$ cat config.mk
export PLATFORM = sky130hd
export DESIGN_NAME = keypad_scanner
export DESIGN_NICKNAME = d
export VERILOG_FILES = /design/src/rtl/keypad_scanner.sv
export SDC_FILE = /design/constraint.sdc
export NUM_CORES = 1
export LEC_CHECK = 0
export BUFFER_PORTS_ARGS = -buffer_cell sky130_fd_sc_hd__buf_2
export CORE_MARGIN = 8
export CORE_UTILIZATION = 36
export CTS_CLUSTER_DIAMETER = 60
export DETAILED_ROUTE_END_ITERATION = 12
export PLACE_DENSITY = 0.65
export SLEW_MARGIN = 10
export SYNTH_ARGS = -nofsm -noshare
export SYNTH_HDL_FRONTEND = slang
export SYNTH_SLANG_ARGS = --single-unit
export TNS_END_PERCENT = 1
$ cat constraint.sdc
create_clock -name clk -period 2.2 [get_ports clk]
set_input_delay 0.11 -clock clk [delete_from_list [all_inputs] [get_ports clk]]
set_output_delay 0.11 -clock clk [all_outputs]
set_load 0.05 [all_outputs]
$ cat src/rtl/keypad_scanner.sv
// Column-scanning controller for a 4x4 active-low matrix keypad, wrapped around an external debouncer.
// Optional two-digit key history is built when KEYPAD_HISTORY_EN is defined.
module keypad_scanner #(
  parameter logic [15:0] SCAN_DIVIDER = 16'd5000
) (
  input  logic       clk,
  input  logic       reset,
  input  logic [3:0] row,
  input  logic       key_db,
  output logic [3:0] col,
  output logic       key_raw,
  output logic [3:0] key_code,
  output logic [3:0] key_prev,
  output logic       new_key
);

  localparam int CW = $clog2(SCAN_DIVIDER);
  localparam logic [CW-1:0] CNT_LAST = CW'(SCAN_DIVIDER - 16'd1);

  typedef enum logic [1:0] {
    SCAN         = 2'd0,
    HOLD         = 2'd1,
    WAIT_RELEASE = 2'd2
  } state_t;

  state_t        state_reg, state_next;
  logic [1:0]    idx_reg, idx_next;
  logic [1:0]    row_idx_reg, row_idx_next;
  logic [CW-1:0] cnt_reg, cnt_next;
  logic [CW-1:0] abandon_reg, abandon_next;
  logic          key_raw_reg, key_raw_next;
  logic [3:0]    key_code_reg, key_code_next;
  logic          new_key_reg, new_key_next;

  function automatic logic [3:0] key_map(input logic [1:0] r, input logic [1:0] c);
    logic [3:0] code;
    case ({r, c})
      4'b00_00: code = 4'h1;
      4'b00_01: code = 4'h2;
      4'b00_10: code = 4'h3;
      4'b00_11: code = 4'hA;
      4'b01_00: code = 4'h4;
      4'b01_01: code = 4'h5;
      4'b01_10: code = 4'h6;
      4'b01_11: code = 4'hB;
      4'b10_00: code = 4'h7;
      4'b10_01: code = 4'h8;
      4'b10_10: code = 4'h9;
      4'b10_11: code = 4'hC;
      4'b11_00: code = 4'hE;
      4'b11_01: code = 4'h0;
      4'b11_10: code = 4'hF;
      default:  code = 4'hD;
    endcase
    return code;
  endfunction

  // Lowest-index active-low row wins when several are pressed in one column.
  function automatic logic [1:0] low_row(input logic [3:0] r);
    logic [1:0] sel;
    if (!r[0])      sel = 2'd0;
    else if (!r[1]) sel = 2'd1;
    else if (!r[2]) sel = 2'd2;
    else            sel = 2'd3;
    return sel;
  endfunction

  always_comb begin
    state_next    = state_reg;
    idx_next      = idx_reg;
    row_idx_next  = row_idx_reg;
    cnt_next      = cnt_reg;
    abandon_next  = abandon_reg;
    key_raw_next  = 1'b0;
    key_code_next = key_code_reg;
    new_key_next  = 1'b0;
    case (state_reg)
      SCAN: begin
        if (cnt_reg == CNT_LAST) begin
          cnt_next = '0;
          if (row != 4'hF) begin
            row_idx_next = low_row(row);
            abandon_next = '0;
            state_next   = HOLD;
          end else begin
            idx_next = idx_reg + 2'd1;
          end
        end else begin
          cnt_next = cnt_reg + CW'(1);
        end
      end
      HOLD: begin
        key_raw_next = ~row[row_idx_reg];
        if (key_db) begin
          key_code_next = key_map(row_idx_reg, idx_reg);
          new_key_next  = 1'b1;
          state_next    = WAIT_RELEASE;
        end else if (abandon_reg == CNT_LAST) begin
          // Press never confirmed: treat as a bounce and move on to the next column.
          abandon_next = '0;
          cnt_next     = '0;
          idx_next     = idx_reg + 2'd1;
          state_next   = SCAN;
        end else if (!key_raw_reg) begin
          abandon_next = abandon_reg + CW'(1);
        end else begin
          abandon_next = '0;
        end
      end
      WAIT_RELEASE: begin
        key_raw_next = ~row[row_idx_reg];
        if (!key_db) begin
          cnt_next   = '0;
          idx_next   = idx_reg + 2'd1;
          state_next = SCAN;
        end
      end
      default: state_next = SCAN;
    endcase
  end

  always_ff @(posedge clk) begin
    if (reset) begin
      state_reg    <= SCAN;
      idx_reg      <= 2'd0;
      row_idx_reg  <= 2'd0;
      cnt_reg      <= '0;
      abandon_reg  <= '0;
      key_raw_reg  <= 1'b0;
      key_code_reg <= 4'h0;
      new_key_reg  <= 1'b0;
    end else begin
      state_reg    <= state_next;
      idx_reg      <= idx_next;
      row_idx_reg  <= row_idx_next;
      cnt_reg      <= cnt_next;
      abandon_reg  <= abandon_next;
      key_raw_reg  <= key_raw_next;
      key_code_reg <= key_code_next;
      new_key_reg  <= new_key_next;
    end
  end

`ifdef KEYPAD_HISTORY_EN
  logic [3:0] key_prev_reg;

  always_ff @(posedge clk) begin
    if (reset) begin
      key_prev_reg <= 4'h0;
    end else if (state_reg == HOLD && key_db) begin
      key_prev_reg <= key_code_reg;
    end
  end

  assign key_prev = key_prev_reg;
`else
  assign key_prev = 4'h0;
`endif

  assign col      = ~(4'b0001 << idx_reg);
  assign key_raw  = key_raw_reg;
  assign key_code = key_code_reg;
  assign new_key  = new_key_reg;

endmodule

==> flow_metrics.env <==
export IMPL_syn_to_final_growth_pct=17.94
export IMPL_synth_edf_count=0
export IMPL_crit_buf_inv=1
export IMPL_path_delay_family="simple AND/OR/NAND/NOR gates"
export IMPL_via_count=1867
export IMPL_power_density_nw_per_um2=480.6
export IMPL_die_width_um=92.87
export IMPL_core_area_um2=5816
export IMPL_routedWlPerCell_um=13.02
export IMPL_slew_viol_final=0
export IMPL_synthesis_instances=255
export IMPL_num_rows=28
export IMPL_wirelength_um=4739
export IMPL_io_buffer_count=16
export IMPL_worst_slew_pin_slew_ns=0.5018
export IMPL_worstPathRequired_ns=2.43
export IMPL_critPathKind="flip-flop to flip-flop"
export IMPL_cts_buffers=5
export IMPL_status="finished clean"
export IMPL_start_kind="flip-flop"
export IMPL_place_ws_ns=0.06187
export IMPL_slowest_stage="or4b_4"
export IMPL_final_cell_area_um2=2509
export IMPL_rsz0062_at_grt="yes"
export IMPL_synth_top_cell_by_area="dfxtp_1"
export IMPL_syn_area_um2=2127
export IMPL_holdCritPathClass="input pin to flip-flop"
export IMPL_max_freq_mhz=465.8
export IMPL_start_util_pct=36.57
export IMPL_cts_root_buf="clkbuf_8"
export IMPL_ant_nets=0
export IMPL_syn_area_per_cell_um2=8.341
export IMPL_synthTopCellsByArea="dfxtp_1 (36%), nor2_1 (7.2%), ha_1 (7.1%)"
export IMPL_dr_pass1_iters=4
export IMPL_antenna_cells=0
export IMPL_drv_cap=0
export IMPL_maxSlewHeadroom_pct=66.29
export IMPL_cp_max_fo=6
export IMPL_hold_violations=0
export IMPL_ys_seq_elements=38
export IMPL_yosys_warnings=0
export IMPL_path_clk_slew_ns=0.07
export IMPL_antenna_found_initial=0
export IMPL_overflow=0
export IMPL_grt_pass1_vias=1813
export IMPL_dp_hpwl_um=3512
export IMPL_drtIter0Drc=71
export IMPL_ys_types=43
export IMPL_p_leak_nw=1.008
export IMPL_critPathArrivalTime_ns=2.37
export IMPL_h_tree_depth=2
export IMPL_cp_end_kind="flip-flop"
export IMPL_final_util_pct=43.14
export IMPL_post_drt_via_cell_ratio=5.129
export IMPL_ys_seq_area_share_pct=35.76
export IMPL_fin_crit_sh_pct=97.59
export IMPL_setup_slack_ns=0.05300
export IMPL_max_stage_delay_ns=0.58
export IMPL_ctsResizeCount=0
export IMPL_place_gp_congestion=0.8745
export IMPL_postCtsSetupBuffers=0
export IMPL_drc=0
export IMPL_synthTopCellsByCount="nor2_1 (41), dfxtp_1 (38), xor2_1 (17)"
export IMPL_synthMostInstantiatedCell="nor2_1"
export IMPL_placedInstanceArea_um2=2402
export IMPL_design_portCount=21
export IMPL_dieArea_um2=8624
export IMPL_fp_dieH_um=92.87
export IMPL_drive_gt1_share_pct=19.03
export IMPL_min_period_ns=2.147
export IMPL_clock_path_buffers=2
export IMPL_synth_top_area_share_pct=35.76
export IMPL_grt_usage_pct=11.40
export IMPL_ys_async_sr_fraction_pct=0
export IMPL_grt_max_degree=20
export IMPL_clock_skew_ns=0.007802
export IMPL_path_cells="or4b_4, o41ai_4, nand2_2, buf_4, or3_1, a21oi_2"
export IMPL_ys_flop_type="dfxtp_1"
export IMPL_peakVddDrop_uv=302.4
export IMPL_cts_tree="built"
export IMPL_postCtsHoldBufs=0
export IMPL_final_setup_viol_count=0
export IMPL_clkSinkCount=38
export IMPL_clk_latency_ns=0.29
export IMPL_num_nets_final=308
export IMPL_grt_pass1_wl_um=8100
==> layout make-up <==
cell class,count,area [µm²]
clock buffers,7,76.32
inverters,15,56.30
fillers,617,3307
well taps,75,93.84
multi-input cells,192,1284
flip-flops and latches,38,760.7
repair buffers,37,237.7
==> per-layer routing <==
metal  vias to the layer above  GRT usage, %  share of wire, %
met3                         7         3.074               4.5
met1                       877         14.29                47
met4                         0         4.564               1.8
met2                        33         18.05                46
li1                        950             -                 -
met5                         -             0                 0
==> where the power goes <==
group          total [mW]  switching [mW]  internal (mW)
registers           0.696         0.00381          0.692
logic              0.0565          0.0411         0.0154
clock network       0.453           0.235          0.218
total                1.21           0.280          0.926
==> tightest hold or removal path, cell delays in order <==
cell and delay [ns]:
buf_2 0.12, nand4_1 0.08, a21oi_1 0.06
==> through the flow <==
stage	cells	power (mW)	hold slack (ns)	TNS, ns
final	364	1.206	0.1256	0
after global routing	364	1.252	0.1307	-0.03919
after CTS	364	1.219	0.1242	0
after detailed placement	357	0.7682	0.4373	0
after global placement	357	0.7677	0.4336	0
after floorplan	258	0.7559	0.2803	0
==> placed cells by master, fill, tap and decap left out, types with 3 or more instances in the layout <==
master / netlist / routed
mux2i_1: 6 / 6
and3_1: 3 / 3
nand4_1: 15 / 15
a211oi_1: 5 / 5
inv_1: 15 / 15
a21oi_1: 12 / 10
buf_4: 4 / 21
nor3_1: 5 / 5
buf_2: 3 / 16
xor2_1: 17 / 17
nand3_1: 13 / 13
xnor2_1: 3 / 3
conb_1: 1 / 4
nor2_1: 41 / 41
or4b_1: 4 / 3
dfxtp_1: 38 / 38
ha_1: 12 / 12
clkbuf_8: 0 / 5
nand2_1: 14 / 14
o21ai_0: 6 / 6
and2_1: 4 / 4
==> kinds of logic after synthesis <==
kind of cell,Yosys count,synth area share (%)
AOI/OAI and AO/OA,36,12.06
xor gates and xnor gates,20,8.235
adders and majority gates,12,7.059
buffers and inverters,28,5.823
DFF,38,35.76
muxes,8,3.882
other,1,0.1763
and+or+nand+nor,112,27.00
==> worst paths after layout <==
check,startpoint,endpoint,slack [ns],cells past startpoint
max reg2reg,cnt_reg[3],abandon_reg[1],0.05,6
min reg2reg,abandon_reg[1],abandon_reg[1],0.49,2
max,cnt_reg[3],abandon_reg[1],0.05,6
min,row[1],row_idx_reg[1],0.13,3
(Power assumes the default switching activity.)
